## src/rtl/lane_dispatch_buf_pkg.sv

```systemverilog
// Shared constants for the 1-to-4 lane dispatch stage.
// Lane count, select width, per-lane FIFO geometry and stall counter width.
package lane_dispatch_buf_pkg;

    // Number of output lanes and the width of the lane select.
    localparam int LANES       = 4;
    localparam int SEL_W       = 2;

    // Per-lane FIFO geometry: two entries, one-bit pointers, count 0..2.
    localparam int DEPTH       = 2;
    localparam int PTR_W       = 1;
    localparam int CNT_W       = 2;

    // Width of the optional producer stall counter.
    localparam int STALL_CNT_W = 16;

endpackage

```

## src/rtl/lane_dispatch_buf_fifo2.sv

```systemverilog
// lane_fifo2: one 2-entry FIFO lane with push/pop, head data, full and valid.
// The head is always read straight from storage, so there is no path from
// din to dout inside a cycle. Storage is cleared on reset.
module lane_fifo2
    import lane_dispatch_buf_pkg::*;
#(
    parameter int WIDTH = 32
) (
    input  logic             clk,
    input  logic             rst_n,
    input  logic             push,
    input  logic             pop,
    input  logic [WIDTH-1:0] din,
    output logic [WIDTH-1:0] dout,
    output logic             full,
    output logic             valid
);

    logic [WIDTH-1:0] mem_q [DEPTH];
    logic [WIDTH-1:0] mem_d [DEPTH];
    logic [PTR_W-1:0] wr_ptr_q, wr_ptr_d;
    logic [PTR_W-1:0] rd_ptr_q, rd_ptr_d;
    logic [CNT_W-1:0] count_q, count_d;

    // Status and head word come from registered state only.
    always_comb begin
        full  = (count_q == CNT_W'(DEPTH));
        valid = (count_q != '0);
        dout  = mem_q[rd_ptr_q];
    end

    // Next-state: write at wr_ptr on push, advance rd_ptr on pop, track occupancy.
    always_comb begin
        mem_d    = mem_q;
        wr_ptr_d = wr_ptr_q;
        rd_ptr_d = rd_ptr_q;
        count_d  = count_q;
        if (push) begin
            mem_d[wr_ptr_q] = din;
            wr_ptr_d        = ~wr_ptr_q;
        end
        if (pop) begin
            rd_ptr_d = ~rd_ptr_q;
        end
        case ({push, pop})
            2'b10:   count_d = count_q + CNT_W'(1);
            2'b01:   count_d = count_q - CNT_W'(1);
            default: count_d = count_q;
        endcase
    end

    // State registers; reset discards all buffered words at once.
    always_ff @(posedge clk or negedge rst_n) begin
        if (!rst_n) begin
            for (int i = 0; i < DEPTH; i++) begin
                mem_q[i] <= '0;
            end
            wr_ptr_q <= '0;
            rd_ptr_q <= '0;
            count_q  <= '0;
        end else begin
            for (int i = 0; i < DEPTH; i++) begin
                mem_q[i] <= mem_d[i];
            end
            wr_ptr_q <= wr_ptr_d;
            rd_ptr_q <= rd_ptr_d;
            count_q  <= count_d;
        end
    end

endmodule

```

## src/rtl/lane_dispatch_buf.sv

```systemverilog
// lane_dispatch_buf: registered 1-to-4 dispatch stage with a 2-entry FIFO per
// lane. Holds the lane select decode, the in_ready mux and, when the macro
// DISPATCH_STALL_CNT_EN is defined, a saturating producer stall counter.
module lane_dispatch_buf
    import lane_dispatch_buf_pkg::*;
#(
    parameter int WIDTH = 32
) (
    input  logic                   clk,
    input  logic                   rst_n,
    input  logic                   in_valid,
    output logic                   in_ready,
    input  logic [SEL_W-1:0]       in_sel,
    input  logic [WIDTH-1:0]       in_data,
    output logic [LANES-1:0]       out_valid,
    input  logic [LANES-1:0]       out_ready,
    output logic [LANES*WIDTH-1:0] out_data
`ifdef DISPATCH_STALL_CNT_EN
   ,output logic [STALL_CNT_W-1:0] stall_cnt
`endif
);

    logic [LANES-1:0] full_lane;
    logic [LANES-1:0] push_lane;
    logic [LANES-1:0] pop_lane;
    logic             push;

    // A full lane still accepts a word when its head leaves in the same cycle;
    // in_ready deliberately ignores in_valid.
    always_comb begin
        in_ready = ~full_lane[in_sel] | out_ready[in_sel];
        push     = in_valid & in_ready;
        pop_lane = out_valid & out_ready;
    end

    // Route the accepted word to exactly one lane.
    always_comb begin
        push_lane = '0;
        for (int i = 0; i < LANES; i++) begin
            push_lane[i] = push && (in_sel == SEL_W'(i));
        end
    end

    for (genvar g = 0; g < LANES; g++) begin : g_lane
        lane_fifo2 #(
            .WIDTH (WIDTH)
        ) u_fifo (
            .clk   (clk),
            .rst_n (rst_n),
            .push  (push_lane[g]),
            .pop   (pop_lane[g]),
            .din   (in_data),
            .dout  (out_data[g*WIDTH +: WIDTH]),
            .full  (full_lane[g]),
            .valid (out_valid[g])
        );
    end

`ifdef DISPATCH_STALL_CNT_EN
    logic [STALL_CNT_W-1:0] stall_cnt_q, stall_cnt_d;

    function automatic logic [STALL_CNT_W-1:0] sat_inc(input logic [STALL_CNT_W-1:0] v);
        return (v == '1) ? v : v + STALL_CNT_W'(1);
    endfunction

    // Count cycles where the producer offers a word that cannot be taken.
    always_comb begin
        stall_cnt_d = stall_cnt_q;
        if (in_valid && !in_ready) begin
            stall_cnt_d = sat_inc(stall_cnt_q);
        end
    end

    // Stall counter register.
    always_ff @(posedge clk or negedge rst_n) begin
        if (!rst_n) begin
            stall_cnt_q <= '0;
        end else begin
            stall_cnt_q <= stall_cnt_d;
        end
    end

    assign stall_cnt = stall_cnt_q;
`endif

endmodule
```

## config.mk

```make
export PLATFORM = sky130hd
export DESIGN_NAME = lane_dispatch_buf
export DESIGN_NICKNAME = d
export VERILOG_FILES = /design/src/rtl/lane_dispatch_buf_pkg.sv /design/src/rtl/lane_dispatch_buf_fifo2.sv /design/src/rtl/lane_dispatch_buf.sv
export SDC_FILE = /design/constraint.sdc
export NUM_CORES = 1
export LEC_CHECK = 0
export BUFFER_PORTS_ARGS = -buffer_cell sky130_fd_sc_hd__buf_2
export CAP_MARGIN = 15
export CORE_MARGIN = 2
export CORE_UTILIZATION = 30
export DETAILED_ROUTE_END_ITERATION = 8
export GPL_TIMING_DRIVEN = 0
export PLACE_DENSITY = 0.57
export SLEW_MARGIN = 20
export SYNTH_ARGS = -nofsm -noshare
export SYNTH_HDL_FRONTEND = slang
export SYNTH_HIERARCHICAL = 1
export SYNTH_SLANG_ARGS = --single-unit
```

## constraint.sdc

```tcl
create_clock -name clk -period 2 [get_ports clk]
set_input_delay 0.3 -clock clk [delete_from_list [all_inputs] [get_ports clk]]
set_output_delay 0.3 -clock clk [all_outputs]
set_load 0.01 [all_outputs]
```

==> results_dict.tcl, run 1 <==
set metrics [dict create \
    status "complete, but fails checks" \
    failed_checks "negative setup slack" \
    hold-path-cell-count 2 \
    placed_area_mm2 0.0134 \
    end_kind "output pin" \
    reg2reg_slack_ps 50 \
    ys_ff_latch 272 \
    ir_drop_mv 1.02 \
    met1Wirelength_um 15400 \
    hold_path_startpoint "in_data[4]" \
    wl_um 33700 \
    clk_pin_slew_ps 60 \
    ant_nets 0 \
    wl_met3_um 1880 \
    gp_congestion 0.702 \
    first_pass_iters 4 \
    antenna_found_initial 5 \
    worst_pin_slew_ps 539 \
    synth_top_family_by_area "multiplexers" \
    clock_path_buffers 3 \
    post-route-min-period_ps 2100 \
    dp_hpwl_um 20400 \
    finClkSkew_ps 15.7 \
    wl_met2_um 15700 \
    avgViaCountPerCell 4.64 \
    drc 0 \
    synth_area_per_cell_um2 15.7 \
    syn2layout_area_growth_pct 41.6 \
    cts.sinks 272 \
    reg2reg_depth 7 \
    drt_iter0_markers 159 \
    cap_violations 0 \
    synth-simple-area-share_pct 2.04 \
    slew_violations 0 \
    via_count 7223 \
    cts_tree "yes" \
    cp.arrival_ps 1800 \
    grtUsageTotal_pct 16.1 \
    cp_max_fo 4 \
    grt_max_degree 94 \
    fin_nets 1062 \
    grt_pass1_vias 7506 \
    synth-xor-area-share_pct 1.48 \
    slew_headroom_pct 64.1 \
    core_area_mm2 0.0388 \
    drive_gt1_share_pct 68.8 \
    max_freq_ghz 0.475 \
    synth_seq_area_share_pct 57.4 \
    utilization_pct 43.3 \
    cts.htree.levels 2 \
    io_buffer_count 173 \
    start_util_pct 30.5 \
    netlist_instances 757 \
    crit_type "reg2out" \
    die_h_um 203 \
    critPathRequiredTime_ps 1700 \
    rsz0062_at_grt "true" \
    yosys.area_share.adder_pct 0.422 \
    critPathLaunchType "flip-flop" \
    hold_violations 0 \
    syn_nets 802 \
    period_share_pct 105 \
    finalSetupTns_ps -1790 \
    syn-cell-area_mm2 0.0119 \
    worstHoldPathType "in2reg" \
    dp_slack_ps -350 \
    p_per_area_mw_per_mm2 1880 \
    clk_latency_ps 520 \
    worstReg2RegStart "g_lane[1].u_fifo/count_q[1]$_DFFE_PN0P_" \
    ys_types 23 \
    muxShareOfSynthArea_pct 36.6 \
    cts_made_buffers 34 \
    setup_viol 33 \
    hold_end "g_lane[2].u_fifo/mem_q[4]$_DFFE_PN0P_" \
    die_area_mm2 0.0411 \
    pin_count 174 \
    die_x_um 203 \
    highest_layer "met5" \
    post-route-cell-area_mm2 0.0168 \
    grt_pass1_wl_um 48900 \
    reg2reg_to "g_lane[1].u_fifo/mem_q[47]$_DFFE_PN0P_" \
    power.leakage_nw 7.61 \
    yosys_warnings 6 \
    hold_ws_ps 112 \
    layout_setup_ws_ps -104 \
    overflow 0 \
    wl_per_cell_um 21.6 \
    std_cell_rows 72 \
    synth-compound-area-share_pct 0 \
    root_buffer "clkbuf_16" \
]
==> worst max path at each step <==
stage                                                  startpoint                                     end  cells after the start
after floorplan           g_lane[0].u_fifo/count_q[1]$_DFFE_PN0P_  g_lane[0].u_fifo/mem_q[47]$_DFFE_PN0P_                      7
after global placement                                      rst_n  g_lane[2].u_fifo/mem_q[56]$_DFFE_PN0P_                      1
after detailed placement  g_lane[0].u_fifo/count_q[1]$_DFFE_PN0P_  g_lane[0].u_fifo/mem_q[59]$_DFFE_PN0P_                      7
after CTS                 g_lane[2].u_fifo/count_q[0]$_DFFE_PN0P_                                in_ready                      4
after global routing      g_lane[2].u_fifo/count_q[0]$_DFFE_PN0P_                                in_ready                      4
final                     g_lane[2].u_fifo/count_q[0]$_DFFE_PN0P_                                in_ready                      4
==> report_power, final <==
part | internal, W | switching, W | leakage, nW | total, W
logic | 0.0100 | 0.00581 | 3.81 | 0.0158
clock network | 0.00374 | 0.00237 | 0.542 | 0.00612
registers | 0.00829 | 0.00142 | 3.26 | 0.00971
total | 0.0220 | 0.00961 | 7.61 | 0.0317
==> cells by family (layout without fill, tap and decap cells) <==
kind of cell / Yosys count / in the layout
mux: 385 / 385
flops: 272 / 272
buf+inv: 44 / 325
simple gates: 32 / 32
xor+xnor: 20 / 20
fa+ha+maj: 4 / 4
other cells: 0 / 1
==> flip-flops by register name, indices dropped and copies added (netlist names) <==
signal / cells
g_lane.u_fifo/count_q: 8
g_lane.u_fifo/mem_q: 256
g_lane.u_fifo/rd_ptr_q: 4
g_lane.u_fifo/wr_ptr_q: 4
==> synth_stat cells, drive strengths merged <==
cell type    n  area share [%]
and2         4            0.22
and4         1           0.084
and4b        2            0.17
buf         36             1.8
clkbuf       4            0.13
dfrtp      272              57
ha           4            0.42
inv          4            0.13
mux2       384              36
mux4         1            0.19
nand2        4            0.21
nand2b       4            0.34
nor2         8            0.51
nor2b        4            0.21
nor4bb       1           0.084
or2          4            0.21
xnor2        8            0.59
xor2        12            0.89
==> stage by stage <==
stage	cells	power (W)
2_1_floorplan	757	0.0161
3_3_place_gp	1448	0.0199
3_5_place_dp	1450	0.0202
4_1_cts	1534	0.0299
5_1_grt	1556	0.0335
6_report	1557	0.0317
==> critical path, stage by stage, from the launching register on <==
cell and delay (ps):
dfrtp_1 420, nor2b_1 130, nand2b_1 80, mux4_2 500, buf_6 150
==> repair_timing <==
action                     in CTS  in global routing
gates cloned                   10                  5
hold endpoints to repair       88                  0
setup buffers                  20                 24
hold buffers                    1                  0
gates resized for setup       151                195
setup endpoints to repair     259                342
pin swaps                       0                  4
==> routing by layer <==
layer / up-vias / global-route usage, %
li1: 3231 / -
met4: 8 / 4.17
met5: - / 0
met3: 47 / 4.51
met1: 3782 / 21.8
met2: 155 / 25.4
==> cell usage in the layout, fill, tap and decap left out, drive strengths merged <==
cell,netlist,routed
and2,4,4
and4,1,1
and4b,2,2
buf,36,253
bufinv,0,2
clkbuf,4,57
clkinv,0,4
clkinvlp,0,3
dfrtp,272,272
diode,0,1
dlygate4sd3,0,1
ha,4,4
inv,4,5
mux2,384,384
mux4,1,1
nand2,4,4
nand2b,4,4
nor2,8,8
nor2b,4,4
nor4bb,1,1
or2,4,4
xnor2,8,8
xor2,12,12
==> final cells by class <==
class	count	area, um2
Inverter	4	15.0
Multi-Input combinational cell	441	5200
Timing Repair Buffer	229	2510
Sequential cell	272	6810
Buffer	35	499
Antenna cell	1	2.50
Fill cell	3546	22000
Tap cell	518	648
Clock inverter	10	111
Clock buffer	47	1000
(Power assumes the default switching activity.)
==> run 2: changes to the inputs <==
Settings changed: BUFFER_PORTS_ARGS -buffer_cell sky130_fd_sc_hd__buf_2 to default, DONT_BUFFER_PORTS from default to 1, PLACE_DENSITY 0.57 to 0.53.
==> results_dict.tcl, run 2 (synthesis results as in run 1) <==
set metrics [dict create \
    grt_max_degree 273 \
    max_freq_ghz 0.508 \
    worstHoldPathType "in2async" \
    power.leakage_nw 6.24 \
    setup_viol 0 \
    internal_power_w 0.0172 \
    via_count 6457 \
    critPathRequiredTime_ps 1700 \
    reg2reg_depth 8 \
    worstReg2RegStart "g_lane[2].u_fifo/count_q[1]$_DFFE_PN0P_" \
    fin_nets 896 \
    hold_violations 272 \
    clk_pin_slew_ps 50 \
    ant_nets 0 \
    start_util_pct 30.5 \
    finalSetupTns_ps 0 \
    drc 0 \
    io_buffer_count 0 \
    largest_reg_flops 256 \
    final_common_cell "mux2_2" \
    std_cell_rows 72 \
    cts_made_buffers 34 \
    p_per_area_mw_per_mm2 1720 \
    pin_count 174 \
    die_x_um 203 \
    clk_latency_ps 530 \
    p_switching_w 0.00804 \
    wl_um 31800 \
    cts.htree.levels 2 \
    regMostFlops "g_lane.u_fifo/mem_q" \
    die_h_um 203 \
    slew_violations 0 \
    avgViaCountPerCell 4.64 \
    post-route-min-period_ps 1970 \
    layout_common_cells "mux2_2, dfrtp_1, clkbuf_16" \
    die_area_mm2 0.0411 \
    gp_congestion 0.716 \
    core_area_mm2 0.0388 \
    grt_pass1_wl_um 46800 \
    cts_tree "yes" \
    cap_violations 0 \
    grt_pass1_vias 6980 \
    status "complete, but fails checks" \
    rsz0062_at_grt "true" \
    first_pass_iters 4 \
    cp.arrival_ps 1670 \
    antenna_cells 0 \
    critPathLaunchType "flip-flop" \
    end_kind "output pin" \
    overflow 0 \
    hold_buffers 36 \
    failed_checks "negative hold slack" \
    root_buffer "clkbuf_16" \
    syn2layout_area_growth_pct 23.2 \
    largestRegisters "g_lane.u_fifo/mem_q (256), g_lane.u_fifo/count_q (8)" \
    wl_per_cell_um 22.8 \
    cp_max_fo 3 \
    reg2reg_slack_ps 70 \
    drt_iter0_markers 176 \
    period_share_pct 98.5 \
    worst_pin_slew_ps 414 \
    dp_hpwl_um 19700 \
    reg2reg_to "g_lane[2].u_fifo/mem_q[60]$_DFFE_PN0P_" \
    switching_share_pct 31.9 \
    finClkSkew_ps 9.10 \
    ir_drop_mv 0.853 \
    drive_gt1_share_pct 58.4 \
    cts.sinks 272 \
    seq_power_share_pct 38.5 \
    grtUsageTotal_pct 15.4 \
    crit_type "reg2out" \
    p_comb_share_pct 36.5 \
    antenna_found_initial 0 \
    slew_headroom_pct 72.4 \
    hold_ws_ps -533 \
    clock_path_buffers 3 \
    pwr-share-clk_pct 25.1 \
]
run 2: worst max-delay path by stage:
stage / startpoint / slack (ps) / end / cells past startpoint
after floorplan: g_lane[0].u_fifo/count_q[1]$_DFFE_PN0P_ / 40 / g_lane[0].u_fifo/mem_q[47]$_DFFE_PN0P_ / 7
final: g_lane[1].u_fifo/count_q[1]$_DFFE_PN0P_ / 30 / in_ready / 3
after global placement: g_lane[0].u_fifo/count_q[1]$_DFFE_PN0P_ / -460 / g_lane[0].u_fifo/mem_q[57]$_DFFE_PN0P_ / 7
after detailed placement: g_lane[0].u_fifo/count_q[1]$_DFFE_PN0P_ / -480 / g_lane[0].u_fifo/mem_q[62]$_DFFE_PN0P_ / 7
after CTS: g_lane[2].u_fifo/count_q[1]$_DFFE_PN0P_ / -20 / g_lane[2].u_fifo/mem_q[56]$_DFFE_PN0P_ / 7
after global routing: g_lane[0].u_fifo/count_q[1]$_DFFE_PN0P_ / -50 / in_ready / 3
run 2: per-stage QoR:
step / util (%) / setup WS, ps / std cells / power (W) / area (um2)
after floorplan: - / 43.5 / 757 / 0.0161 / 11900
after global placement: 32.2 / -464 / 1275 / 0.0181 / 12500
after detailed placement: 32.2 / -483 / 1275 / 0.0184 / 12500
after CTS: 36.7 / -22.1 / 1377 / 0.0254 / 14200
after global routing: 37.6 / -47.4 / 1391 / 0.0267 / 14600
final: 37.6 / 30.1 / 1391 / 0.0252 / 14600
run 2: per-layer routing:
| layer | routed length (um) | vias to the layer above | track usage [%] |
|---|---|---|---|
| met3 | 2050 | 43 | 4.61 |
| li1 | - | 2894 | - |
| met4 | 634 | 0 | 5.03 |
| met1 | 14100 | 3379 | 19.8 |
| met2 | 15000 | 141 | 25.0 |
| met5 | 0 | - | 0 |
run 2: area by class of cell:
cell class                 count  area [um2]
buffer                        36         409
multi-input combinational    441        4930
clock buffer                  51        1050
clock inverter                 7         113
inverter                       4        15.0
fill                        3706       24200
timing repair buffer          62         641
sequential                   272        6810
tap                          518         648
run 2: power by group through the flow:
stage | Sequential, W | Combinational [W] | Clock [W]
CTS | 0.00968 | 0.00914 | 0.00660
floorplan | 0.00926 | 0.00688 | 0
global route | 0.0101 | 0.00983 | 0.00680
finish | 0.00969 | 0.00919 | 0.00632
detailed placement | 0.00967 | 0.00869 | 0
global placement | 0.00956 | 0.00858 | 0
run 2: repair_timing:
item,in CTS,in global routing
hold endpoints to repair,532,272
setup buffers,12,12
gates resized for setup,42,53
pin swaps,1,4
cloned,0,2
endpoints found under the setup margin,321,160
run 2: critical path, stage by stage, from the launching register on:
cell,delay (ps)
dfrtp_1,380
nor2b_4,170
nand2b_4,60
mux4_2,530
==> run 3: changes to the inputs <==
Settings changed: CORE_ASPECT_RATIO from default to 0.75.
==> results_dict.tcl, run 3 (synthesis results as in run 1) <==
set metrics [dict create \
    status "complete, but fails checks" \
    failed_checks "negative hold slack, negative setup slack" \
    root_buffer "clkbuf_16" \
    hold_ws_ps -575 \
    clock_path_buffers 3 \
    cap_violations 0 \
    slew_headroom_pct 68.1 \
    clk_latency_ps 570 \
    p_switching_w 0.00792 \
    die_h_um 176 \
    slew_violations 0 \
    first_pass_iters 4 \
    antenna_cells 0 \
    end_kind "output pin" \
    cts.htree.levels 1 \
    core_area_mm2 0.0393 \
    cts_tree "yes" \
    start_util_pct 30.2 \
    avgViaCountPerCell 4.66 \
    period_share_pct 102 \
    setup_viol 1 \
    internal_power_w 0.0165 \
    crit_type "reg2out" \
    layout_setup_ws_ps -41.4 \
    critPathRequiredTime_ps 1700 \
    cts_made_buffers 30 \
    wl_per_cell_um 22.5 \
    syn2layout_area_growth_pct 20.7 \
    finClkSkew_ps 11.6 \
    reg2reg_slack_ps 30 \
    max_freq_ghz 0.490 \
    die_x_um 234 \
    die_area_mm2 0.0412 \
    wl_um 31200 \
    hold_violations 272 \
    worstHoldPathType "in2async" \
    worst_pin_slew_ps 478 \
    drc 0 \
    std_cell_rows 63 \
    cts.sinks 272 \
    largest_reg_flops 256 \
    rsz0062_at_grt "true" \
    fin_nets 886 \
    power.leakage_nw 6.07 \
    drt_iter0_markers 245 \
    via_count 6448 \
    dp_hpwl_um 19700 \
    post-route-min-period_ps 2040 \
    finalSetupTns_ps -41.4 \
    overflow 0 \
    critPathLaunchType "flip-flop" \
    hold_buffers 38 \
    cp_max_fo 2 \
    pwr-share-clk_pct 24.0 \
    drive_gt1_share_pct 58.0 \
    layout_common_cells "mux2_2, dfrtp_1, dlygate4sd3_1" \
    seq_power_share_pct 39.4 \
    cp.arrival_ps 1740 \
    grt_pass1_wl_um 46200 \
    largestRegisters "g_lane.u_fifo/mem_q (256), g_lane.u_fifo/count_q (8)" \
    final_common_cell "mux2_2" \
    p_per_area_mw_per_mm2 1710 \
    grt_max_degree 273 \
    antenna_found_initial 0 \
    p_comb_share_pct 36.6 \
    clk_pin_slew_ps 70 \
    dp_slack_ps -344 \
    ant_nets 0 \
    io_buffer_count 0 \
    switching_share_pct 32.4 \
    ir_drop_mv 0.873 \
    regMostFlops "g_lane.u_fifo/mem_q" \
    gp_congestion 0.698 \
    grt_pass1_vias 6806 \
    grtUsageTotal_pct 15.2 \
    pin_count 174 \
]
[run 3: cell count changes in the layout (fill, tap and decap cells not counted), sizes merged]
| cell | change |
|---|---|
| clkinvlp | +2 |
| clkinv | +1 |
| buf | -9 |
| bufinv | -1 |
| clkbuf | -4 |
| dlygate4sd3 | +2 |
[run 3: power groups by stage]
stage / Clock (W) / Combinational, W / Sequential, W
2_1_floorplan: 0 / 0.00688 / 0.00926
4_1_cts: 0.00609 / 0.00903 / 0.00964
6_report: 0.00586 / 0.00894 / 0.00963
3_5_place_dp: 0 / 0.00864 / 0.00967
3_3_place_gp: 0 / 0.00855 / 0.00956
5_1_grt: 0.00629 / 0.00963 / 0.0100
[run 3: timing repair]
item	4_1_cts	5_1_grt
cloned	0	1
hold endpoints to repair	533	272
setup endpoints to repair	243	167
gates resized for setup	34	28
pin swaps	0	3
setup buffers	7	10
[run 3: critical path, cell delays in order (launching register included)]
cell and delay (ps):
dfrtp_1 400, nor2b_2 160, nand2b_4 70, mux4_2 550
[run 3: stage by stage]
step                instance area [um2]  total power [W]  hold slack [ps]  util [%]  std cells
global placement                  12500           0.0181             13.1      31.9       1277
detailed placement                12500           0.0183             18.8      31.9       1277
CTS                               14100           0.0248             -608      35.9       1373
finish                            14300           0.0244             -575      36.5       1384
global route                      14300           0.0259             -613      36.5       1384
floorplan                         11900           0.0161             4.41         -        757
[run 3: routing by layer]
metal  track usage (%)  vias up  part of all wire [%]
met1              21.3     3403                    47
met5                 0        -                     0
li1                  -     2880                     -
met3              4.57       39                   6.7
met4              2.85        0                   1.8
met2              23.4      126                    44
[run 3: path summary, 6_finish.rpt]
check	cells past startpoint	to	start
max	3	in_ready	g_lane[3].u_fifo/count_q[0]$_DFFE_PN0P_
min	0	g_lane[2].u_fifo/mem_q[47]$_DFFE_PN0P_	rst_n
max reg2reg	7	g_lane[1].u_fifo/mem_q[58]$_DFFE_PN0P_	g_lane[1].u_fifo/count_q[1]$_DFFE_PN0P_
min reg2reg	1	g_lane[3].u_fifo/count_q[1]$_DFFE_PN0P_	g_lane[3].u_fifo/count_q[1]$_DFFE_PN0P_
max in group asynchronous	0	g_lane[3].u_fifo/rd_ptr_q$_DFFE_PN0P_	rst_n
min in group clk	2	g_lane[3].u_fifo/wr_ptr_q$_DFFE_PN0P_	in_sel[0]
[run 3: area by class of cell]
class                      count  area, um2
sequential                   272       6810
buffer                        36        379
multi-input combinational    441       4830
timing repair buffer          56        558
clock inverter                 9        106
inverter                       4       15.0
clock buffer                  46        962
tap                          520        651
fill                        3717      24900
